## src/rtl/axi_lite_timer_if.sv

```systemverilog
// AXI-Lite bus bundle for the timer peripheral. Signal names keep the
// slave-side suffixes so the wiring reads the same on both sides of the CDC.
interface axi_lite_timer_if;
  logic        arvalid_i;
  logic        arready_o;
  logic [31:0] araddr_i;
  logic        rvalid_o;
  logic        rready_i;
  logic [31:0] rdata_o;
  logic [1:0]  rresp_o;
  logic        awvalid_i;
  logic        awready_o;
  logic [31:0] awaddr_i;
  logic        wvalid_i;
  logic        wready_o;
  logic [31:0] wdata_i;
  logic        bvalid_o;
  logic        bready_i;
  logic [1:0]  bresp_o;

  modport slave (
    input  arvalid_i, araddr_i, rready_i,
    input  awvalid_i, awaddr_i, wvalid_i, wdata_i, bready_i,
    output arready_o, rvalid_o, rdata_o, rresp_o,
    output awready_o, wready_o, bvalid_o, bresp_o
  );

  modport master (
    output arvalid_i, araddr_i, rready_i,
    output awvalid_i, awaddr_i, wvalid_i, wdata_i, bready_i,
    input  arready_o, rvalid_o, rdata_o, rresp_o,
    input  awready_o, wready_o, bvalid_o, bresp_o
  );
endinterface

```

## src/rtl/axi_lite_timer.sv

```systemverilog
// AXI-Lite timer peripheral: prescaled up-counter, compare match with optional
// auto-reload, sticky match flag and level interrupt.
// Handshakes suit a FIFO-backed master: readies are one-cycle pop pulses and
// every response is followed by a one-cycle valid-low gap.
// Optional PWM output and DUTY register (0x14) when AXI_LITE_TIMER_PWM_EN is
// defined; otherwise 0x14 is unmapped.
module axi_lite_timer #(
  parameter int CNT_WIDTH   = 32,
  parameter int PRESC_WIDTH = 16
) (
  input  logic             clk_i,
  input  logic             rst_i,
  axi_lite_timer_if.slave  bus,
  output logic             irq_o
`ifdef AXI_LITE_TIMER_PWM_EN
  ,
  output logic             pwm_o
`endif
);

  localparam logic [1:0] RESP_OKAY   = 2'b00;
  localparam logic [1:0] RESP_SLVERR = 2'b10;

  localparam logic [2:0] IDX_CTRL    = 3'd0;
  localparam logic [2:0] IDX_PRESC   = 3'd1;
  localparam logic [2:0] IDX_COUNT   = 3'd2;
  localparam logic [2:0] IDX_COMPARE = 3'd3;
  localparam logic [2:0] IDX_STATUS  = 3'd4;
  localparam logic [2:0] IDX_DUTY    = 3'd5;

  typedef enum logic [1:0] {R_IDLE, R_DATA, R_GAP} rstate_t;
  typedef enum logic [1:0] {W_COLLECT, W_RESP, W_GAP} wstate_t;

  // Register file
  logic [2:0]             r_ctrl;       // [0] enable, [1] irq_en, [2] auto_reload
  logic [PRESC_WIDTH-1:0] r_presc;
  logic [PRESC_WIDTH-1:0] r_presc_cnt;
  logic [CNT_WIDTH-1:0]   r_count;
  logic [CNT_WIDTH-1:0]   r_compare;
  logic                   r_match;
  logic                   r_irq;
`ifdef AXI_LITE_TIMER_PWM_EN
  logic [CNT_WIDTH-1:0]   r_duty;
  logic                   r_pwm;
`endif

  // Read channel state
  rstate_t     r_rstate;
  rstate_t     w_rstate_nxt;
  logic        w_ar_accept;
  logic        w_rvalid;
  logic [31:0] r_rdata;
  logic [1:0]  r_rresp;
  logic [31:0] w_rd_data;
  logic [1:0]  w_rd_resp;

  // Write channel state
  wstate_t     r_wstate;
  wstate_t     w_wstate_nxt;
  logic        r_aw_got;
  logic        r_w_got;
  logic [2:0]  r_awidx;
  logic [31:0] r_wdata;
  logic [1:0]  r_bresp;
  logic        w_aw_accept;
  logic        w_w_accept;
  logic        w_wr_fire;
  logic        w_bvalid;
  logic [2:0]  w_wr_idx;
  logic [31:0] w_wr_data;
  logic [1:0]  w_wr_resp;

  // Register write strobes
  logic w_we_ctrl;
  logic w_we_presc;
  logic w_we_count;
  logic w_we_compare;
  logic w_we_status;
`ifdef AXI_LITE_TIMER_PWM_EN
  logic w_we_duty;
`endif

  // Timer datapath
  logic w_tick;
  logic w_hit;

  // Address bits outside [4:2] are intentionally ignored.
  logic w_unused;
  assign w_unused = ^{bus.araddr_i[31:5], bus.araddr_i[1:0],
                      bus.awaddr_i[31:5], bus.awaddr_i[1:0]};

  // ---------------------------------------------------------------------------
  // Read path
  // ---------------------------------------------------------------------------

  // Read FSM state register.
  always_ff @(posedge clk_i) begin
    if (rst_i) r_rstate <= R_IDLE;
    else       r_rstate <= w_rstate_nxt;
  end

  // Read FSM next state and handshake outputs; accept is suppressed in reset.
  always_comb begin
    w_rstate_nxt = r_rstate;
    w_ar_accept  = 1'b0;
    w_rvalid     = 1'b0;
    case (r_rstate)
      R_IDLE: begin
        if (bus.arvalid_i && !rst_i) begin
          w_ar_accept  = 1'b1;
          w_rstate_nxt = R_DATA;
        end
      end
      R_DATA: begin
        w_rvalid = 1'b1;
        if (bus.rready_i) w_rstate_nxt = R_GAP;
      end
      R_GAP:   w_rstate_nxt = R_IDLE;
      default: w_rstate_nxt = R_IDLE;
    endcase
  end

  // Read mux over the register values as they stand in the accept cycle.
  always_comb begin
    w_rd_data = '0;
    w_rd_resp = RESP_OKAY;
    case (bus.araddr_i[4:2])
      IDX_CTRL:    w_rd_data = 32'(r_ctrl);
      IDX_PRESC:   w_rd_data = 32'(r_presc);
      IDX_COUNT:   w_rd_data = 32'(r_count);
      IDX_COMPARE: w_rd_data = 32'(r_compare);
      IDX_STATUS:  w_rd_data = 32'(r_match);
`ifdef AXI_LITE_TIMER_PWM_EN
      IDX_DUTY:    w_rd_data = 32'(r_duty);
`endif
      default:     w_rd_resp = RESP_SLVERR;
    endcase
  end

  // Capture read data/response at accept; held stable through R_DATA.
  always_ff @(posedge clk_i) begin
    if (rst_i) begin
      r_rdata <= '0;
      r_rresp <= RESP_OKAY;
    end else if (w_ar_accept) begin
      r_rdata <= w_rd_data;
      r_rresp <= w_rd_resp;
    end
  end

  assign bus.arready_o = w_ar_accept;
  assign bus.rvalid_o  = w_rvalid;
  assign bus.rdata_o   = r_rdata;
  assign bus.rresp_o   = r_rresp;

  // ---------------------------------------------------------------------------
  // Write path
  // ---------------------------------------------------------------------------

  // Write FSM state register.
  always_ff @(posedge clk_i) begin
    if (rst_i) r_wstate <= W_COLLECT;
    else       r_wstate <= w_wstate_nxt;
  end

  // Write FSM: AW and W collected independently; the register update fires in
  // the cycle the second of the two arrives (or both together).
  always_comb begin
    w_wstate_nxt = r_wstate;
    w_aw_accept  = 1'b0;
    w_w_accept   = 1'b0;
    w_wr_fire    = 1'b0;
    w_bvalid     = 1'b0;
    case (r_wstate)
      W_COLLECT: begin
        w_aw_accept = bus.awvalid_i && !r_aw_got && !rst_i;
        w_w_accept  = bus.wvalid_i  && !r_w_got  && !rst_i;
        w_wr_fire   = (r_aw_got || w_aw_accept) && (r_w_got || w_w_accept);
        if (w_wr_fire) w_wstate_nxt = W_RESP;
      end
      W_RESP: begin
        w_bvalid = 1'b1;
        if (bus.bready_i) w_wstate_nxt = W_GAP;
      end
      W_GAP:   w_wstate_nxt = W_COLLECT;
      default: w_wstate_nxt = W_COLLECT;
    endcase
  end

  // Use the freshly presented address/data when that channel lands this cycle.
  assign w_wr_idx  = r_aw_got ? r_awidx : bus.awaddr_i[4:2];
  assign w_wr_data = r_w_got  ? r_wdata : bus.wdata_i;

  // Write decode: per-register strobes and the response code.
  always_comb begin
    w_we_ctrl    = 1'b0;
    w_we_presc   = 1'b0;
    w_we_count   = 1'b0;
    w_we_compare = 1'b0;
    w_we_status  = 1'b0;
`ifdef AXI_LITE_TIMER_PWM_EN
    w_we_duty    = 1'b0;
`endif
    w_wr_resp    = RESP_OKAY;
    case (w_wr_idx)
      IDX_CTRL:    w_we_ctrl    = w_wr_fire;
      IDX_PRESC:   w_we_presc   = w_wr_fire;
      IDX_COUNT:   w_we_count   = w_wr_fire;
      IDX_COMPARE: w_we_compare = w_wr_fire;
      IDX_STATUS:  w_we_status  = w_wr_fire;
`ifdef AXI_LITE_TIMER_PWM_EN
      IDX_DUTY:    w_we_duty    = w_wr_fire;
`endif
      default:     w_wr_resp    = RESP_SLVERR;
    endcase
  end

  // Channel capture flags, held address/data and the write response.
  always_ff @(posedge clk_i) begin
    if (rst_i) begin
      r_aw_got <= 1'b0;
      r_w_got  <= 1'b0;
      r_awidx  <= '0;
      r_wdata  <= '0;
      r_bresp  <= RESP_OKAY;
    end else if (w_wr_fire) begin
      r_aw_got <= 1'b0;
      r_w_got  <= 1'b0;
      r_bresp  <= w_wr_resp;
    end else begin
      if (w_aw_accept) begin
        r_aw_got <= 1'b1;
        r_awidx  <= bus.awaddr_i[4:2];
      end
      if (w_w_accept) begin
        r_w_got <= 1'b1;
        r_wdata <= bus.wdata_i;
      end
    end
  end

  assign bus.awready_o = w_aw_accept;
  assign bus.wready_o  = w_w_accept;
  assign bus.bvalid_o  = w_bvalid;
  assign bus.bresp_o   = r_bresp;

  // ---------------------------------------------------------------------------
  // Timer core
  // ---------------------------------------------------------------------------

  assign w_tick = r_ctrl[0] && (r_presc_cnt == r_presc);
  assign w_hit  = (r_count == r_compare);

  // Software-only configuration registers.
  always_ff @(posedge clk_i) begin
    if (rst_i) begin
      r_ctrl    <= '0;
      r_presc   <= '0;
      r_compare <= '0;
    end else begin
      if (w_we_ctrl)    r_ctrl    <= w_wr_data[2:0];
      if (w_we_presc)   r_presc   <= w_wr_data[PRESC_WIDTH-1:0];
      if (w_we_compare) r_compare <= w_wr_data[CNT_WIDTH-1:0];
    end
  end

  // Prescaler: a PRESCALE write restarts the divide; disabled freezes it.
  always_ff @(posedge clk_i) begin
    if (rst_i)           r_presc_cnt <= '0;
    else if (w_we_presc) r_presc_cnt <= '0;
    else if (r_ctrl[0])  r_presc_cnt <= w_tick ? '0 : r_presc_cnt + PRESC_WIDTH'(1);
  end

  // Counter: software write beats a same-cycle tick; reload only on a hit.
  always_ff @(posedge clk_i) begin
    if (rst_i)           r_count <= '0;
    else if (w_we_count) r_count <= w_wr_data[CNT_WIDTH-1:0];
    else if (w_tick)     r_count <= (w_hit && r_ctrl[2]) ? '0 : r_count + CNT_WIDTH'(1);
  end

  // Sticky match flag (set beats W1C) and the registered interrupt level.
  always_ff @(posedge clk_i) begin
    if (rst_i) begin
      r_match <= 1'b0;
      r_irq   <= 1'b0;
    end else begin
      if (w_tick && w_hit)                  r_match <= 1'b1;
      else if (w_we_status && w_wr_data[0]) r_match <= 1'b0;
      r_irq <= r_match && r_ctrl[1];
    end
  end

  assign irq_o = r_irq;

`ifdef AXI_LITE_TIMER_PWM_EN
  // DUTY register and registered PWM compare against the live count.
  always_ff @(posedge clk_i) begin
    if (rst_i) begin
      r_duty <= '0;
      r_pwm  <= 1'b0;
    end else begin
      if (w_we_duty) r_duty <= w_wr_data[CNT_WIDTH-1:0];
      r_pwm <= r_ctrl[0] && (r_count < r_duty);
    end
  end

  assign pwm_o = r_pwm;
`endif

endmodule

```

## src/flat_wrapper.sv

```systemverilog
// flat-port wrapper written by rule: the top's interface ports become plain ports
module axi_lite_timer_flat 
#(
  parameter int CNT_WIDTH   = 32,
  parameter int PRESC_WIDTH = 16
)
  (clk_i, rst_i, irq_o, bus_arvalid_i, bus_araddr_i, bus_rready_i, bus_awvalid_i, bus_awaddr_i, bus_wvalid_i, bus_wdata_i, bus_bready_i, bus_arready_o, bus_rvalid_o, bus_rdata_o, bus_rresp_o, bus_awready_o, bus_wready_o, bus_bvalid_o, bus_bresp_o);
  axi_lite_timer_if bus_i ();
  input  logic clk_i;
  input  logic rst_i;
  output logic irq_o;
  input wire logic [$bits(bus_i.arvalid_i)-1:0] bus_arvalid_i;
  input wire logic [$bits(bus_i.araddr_i)-1:0] bus_araddr_i;
  input wire logic [$bits(bus_i.rready_i)-1:0] bus_rready_i;
  input wire logic [$bits(bus_i.awvalid_i)-1:0] bus_awvalid_i;
  input wire logic [$bits(bus_i.awaddr_i)-1:0] bus_awaddr_i;
  input wire logic [$bits(bus_i.wvalid_i)-1:0] bus_wvalid_i;
  input wire logic [$bits(bus_i.wdata_i)-1:0] bus_wdata_i;
  input wire logic [$bits(bus_i.bready_i)-1:0] bus_bready_i;
  output wire logic [$bits(bus_i.arready_o)-1:0] bus_arready_o;
  output wire logic [$bits(bus_i.rvalid_o)-1:0] bus_rvalid_o;
  output wire logic [$bits(bus_i.rdata_o)-1:0] bus_rdata_o;
  output wire logic [$bits(bus_i.rresp_o)-1:0] bus_rresp_o;
  output wire logic [$bits(bus_i.awready_o)-1:0] bus_awready_o;
  output wire logic [$bits(bus_i.wready_o)-1:0] bus_wready_o;
  output wire logic [$bits(bus_i.bvalid_o)-1:0] bus_bvalid_o;
  output wire logic [$bits(bus_i.bresp_o)-1:0] bus_bresp_o;
  assign bus_i.arvalid_i = bus_arvalid_i;
  assign bus_i.araddr_i = bus_araddr_i;
  assign bus_i.rready_i = bus_rready_i;
  assign bus_i.awvalid_i = bus_awvalid_i;
  assign bus_i.awaddr_i = bus_awaddr_i;
  assign bus_i.wvalid_i = bus_wvalid_i;
  assign bus_i.wdata_i = bus_wdata_i;
  assign bus_i.bready_i = bus_bready_i;
  assign bus_arready_o = bus_i.arready_o;
  assign bus_rvalid_o = bus_i.rvalid_o;
  assign bus_rdata_o = bus_i.rdata_o;
  assign bus_rresp_o = bus_i.rresp_o;
  assign bus_awready_o = bus_i.awready_o;
  assign bus_wready_o = bus_i.wready_o;
  assign bus_bvalid_o = bus_i.bvalid_o;
  assign bus_bresp_o = bus_i.bresp_o;
  axi_lite_timer #(.CNT_WIDTH(CNT_WIDTH), .PRESC_WIDTH(PRESC_WIDTH)) u_core (.clk_i(clk_i), .rst_i(rst_i), .bus(bus_i), .irq_o(irq_o));
endmodule
```

## config.mk

```make
export PLATFORM = sky130hd
export DESIGN_NAME = axi_lite_timer_flat
export DESIGN_NICKNAME = d
export VERILOG_FILES = /design/src/rtl/axi_lite_timer_if.sv /design/src/rtl/axi_lite_timer.sv /design/src/flat_wrapper.sv
export SDC_FILE = /design/constraint.sdc
export NUM_CORES = 1
export LEC_CHECK = 0
export CORE_MARGIN = 1.5
export CORE_UTILIZATION = 50
export CTS_CLUSTER_DIAMETER = 40
export CTS_CLUSTER_SIZE = 20
export DETAILED_ROUTE_END_ITERATION = 10
export GPL_TIMING_DRIVEN = 0
export MAX_ROUTING_LAYER = met4
export PLACE_DENSITY = 0.76
export REMOVE_ABC_BUFFERS = 1
export SLEW_MARGIN = 25
export SYNTH_ARGS = -nofsm -noshare
export SYNTH_HDL_FRONTEND = slang
export SYNTH_SLANG_ARGS = --single-unit
```

## constraint.sdc

```tcl
create_clock -name clk_i -period 5.51 [get_ports clk_i]
set_input_delay 1.102 -clock clk_i [delete_from_list [all_inputs] [get_ports clk_i]]
set_output_delay 1.102 -clock clk_i [all_outputs]
set_load 0.01 [all_outputs]
```

==> reports/metrics.cfg <==
[status]
status=complete, no violations

[logic_synthesis]
ys_top_cells_by_count=176 x dfxtp_1, 151 x nor2_1, 112 x nand2_1
synth_seq_cells=176
ys_warn_count=0
yosysTopAreaCell=dfxtp_1
synth_most_common_cell=dfxtp_1
synthFlopType=dfxtp_1
synth_area_mm2=0.00866
synth_top_area_share_pct=40.7
ys_types=50
synth.avg_cell_area_um2=8.31
synth_area_leaders=dfxtp_1 41%, nor2_1 6.5%, nand2_1 4.9%, xor2_1 4.6%, a211oi_1 4.4%
postSynthCellCount=1042
synth-edff-count=0
ys_seq_area_share_pct=40.7
synthArstFlopShare_pct=0

[cells_and_area]
multi_input_area_mm2=0.00480
regArea_mm2=0.00353
drive_above_1_share_pct=8.90
finalNetCount=1171
final_area_mm2=0.0102
antennaDiodeCount=0
area_delta_synth_final_pct=17.9
final_util_pct=60.9
fill_cells=1482

[clocking]
clkTransAtPathRegs_ns=0.06
post_cts_buffers=0
cts_buffers=17
clk_latency_ns=0.43
cts-htree-levels=4
tritoncts=done
clkSinkCount=176
ctsHoldBuffers=0
ctsResizeCount=0
cts_root_buf=clkbuf_16
max-clock-path-buffers=2

[global_routing]
grt_pass1_vias=6975
antenna_found_initial=0
grt_max_degree=116
grt_util_all_layers_pct=25.3
grt_overflow=0
grt_pass1_wl_um=35600

[worst_setup_path]
start_kind=primary input
reg2reg_to=u_core.r_count[10]
required_ns=4.41
rr_worst_depth=6
crit_start=rst_i
cp-endpoint=bus_arready_o
reg2reg_slack_ns=2.23
worst-path-stages=6
cp_max_fo=115
critPathCaptureType=output port
crit_arrival_ns=3.25
worstPathCellList=buf_8 > buf_16 > inv_2 > nand3_2 > inv_1 > clkdlybuf4s50_1
crit_type=in2out
critical_path.max_stage_delay_ns=0.58
r2r-start=u_core.r_w_got
crit_family=buffers and inverters
cp_num_buf_inv=5
cp_slowest_cell=clkdlybuf4s50_1

[sta]
fin_skew_ns=0.00795
min_period_ns=4.35
hold_viol_final=0
min_period_over_period_pct=79.0
tightest_slew_ns=1.04
setup_viol=0
relSlewSlack_pct=30.5
hold_slack_ns=0.453
rsz0062_at_grt=false
maxSlewViolCount=0
clock.fmax_mhz=230
worst_slack_ns=1.16

[floorplanning]
fp.dieW_um=135
start_util_pct=51.6
dieHeight_um=135
rows=47
die-area_mm2=0.0181
ioPinCount=145
core_area_mm2=0.0168

[drt]
dr.pass1.iters=5
drc=0
drtAntennaViolNets=0
drt_iter0_drc=547
vias=7479
routed_via_density=5.76
wl_per_cell_um=16.7
totalWireLength_um=21700

[placed_design]
placed_cell_area_mm2=0.00960
place_congestion=0.866
dpl.hpwl_um=14500
io_buffers=84
dp_slack_ns=1.22

[power_and_ir_drop]
power.leakage_nw=3.57
p_per_area_mw_per_mm2=296
irDropWorstVdd_v=0.000250
p_total_w=0.00302

[flow_run]
cap_violations=0

[hold_path]
hold_path.class=reg2reg

metal layers:
layer	up-vias	share of wire, %	GRT usage (%)
met1	3540	47	32.9
met4	0	1.2	6.69
met2	173	47	40.5
met5	-	0	-
li1	3739	-	-
met3	27	4.1	5.22
layout by cell type, fill, tap and decap left out, types with 9 or more instances in the layout:
cell	n
nand3_1	12
clkbuf_16	18
o21ai_0	23
clkdlybuf4s50_1	82
nand2_1	111
nand4_1	22
nor4_1	13
nor2_1	149
mux2_2	30
xor2_1	45
a22o_1	13
or3_1	9
a22oi_1	32
and3_1	12
dfxtp_1	175
a31oi_1	29
nor3_1	19
a211oi_1	51
xnor2_1	23
a21oi_1	69
mux2i_1	36
and2_1	11
area by class of cell:
cell class / count / share of cell area (%)
Clock inverter: 14 / 1.51
Clock buffer: 18 / 4.42
Inverter: 7 / 0.258
Timing Repair Buffer: 93 / 9.52
Tap cell: 220 / 2.70
Sequential cell: 176 / 34.6
Multi-Input combinational cell: 771 / 47.0
cell families after synthesis:
logic type / count (synthesis) / synth area share, %
xor gates and xnor gates: 68 / 6.88
buffers and inverters: 96 / 4.48
AOI/OAI and AO/OA: 237 / 17.9
adders and majority gates: 2 / 0.289
other: 1 / 0.0433
DFF: 176 / 40.7
and+or+nand+nor: 393 / 20.8
muxes: 69 / 8.85
registers in the layout, summed over array words and instances, names as in the netlist, 2 cells and up:
| signal | cells |
|---|---|
| u_core.r_presc_cnt | 16 |
| u_core.r_count | 32 |
| u_core.r_presc | 16 |
| u_core.r_awidx | 3 |
| u_core.r_wdata | 32 |
| u_core.r_ctrl | 3 |
| u_core.bus.rdata_o | 32 |
| u_core.r_rstate | 2 |
| u_core.r_compare | 32 |
| u_core.r_wstate | 2 |
worst min path at each step:
stage                                  start                 end  slack [ns]  depth (start not counted)
after floorplan           u_core.r_wdata[10]  u_core.r_wdata[10]        0.43                          2
after global placement    u_core.r_wdata[12]  u_core.r_wdata[12]        0.44                          2
after detailed placement  u_core.r_wdata[27]  u_core.r_wdata[27]        0.45                          2
after CTS                  u_core.r_wdata[8]   u_core.r_wdata[8]        0.46                          2
after global routing       u_core.r_wdata[5]   u_core.r_wdata[5]        0.48                          2
final                      u_core.r_wdata[8]   u_core.r_wdata[8]        0.45                          2
power by group:
part           switching [W]  internal [W]  total [W]  leakage [nW]
clock network       0.000533      0.000699    0.00123         0.277
registers          0.0000851       0.00132    0.00141          1.42
logic               0.000206      0.000171   0.000377          1.87
metrics by stage:
stage / TNS [ns] / instances
2_1_floorplan: 0 / 954
3_3_place_gp: -620.56 / 1258
3_5_place_dp: 0 / 1267
4_1_cts: 0 / 1299
5_1_grt: 0 / 1299
6_report: 0 / 1299
tightest hold or removal path, cell delays in order (launching register included):
cell,delay (ns)
dfxtp_1,0.31
nand2_1,0.05
a21oi_1,0.05
Note: power is estimated with default switching activity, not from simulation.
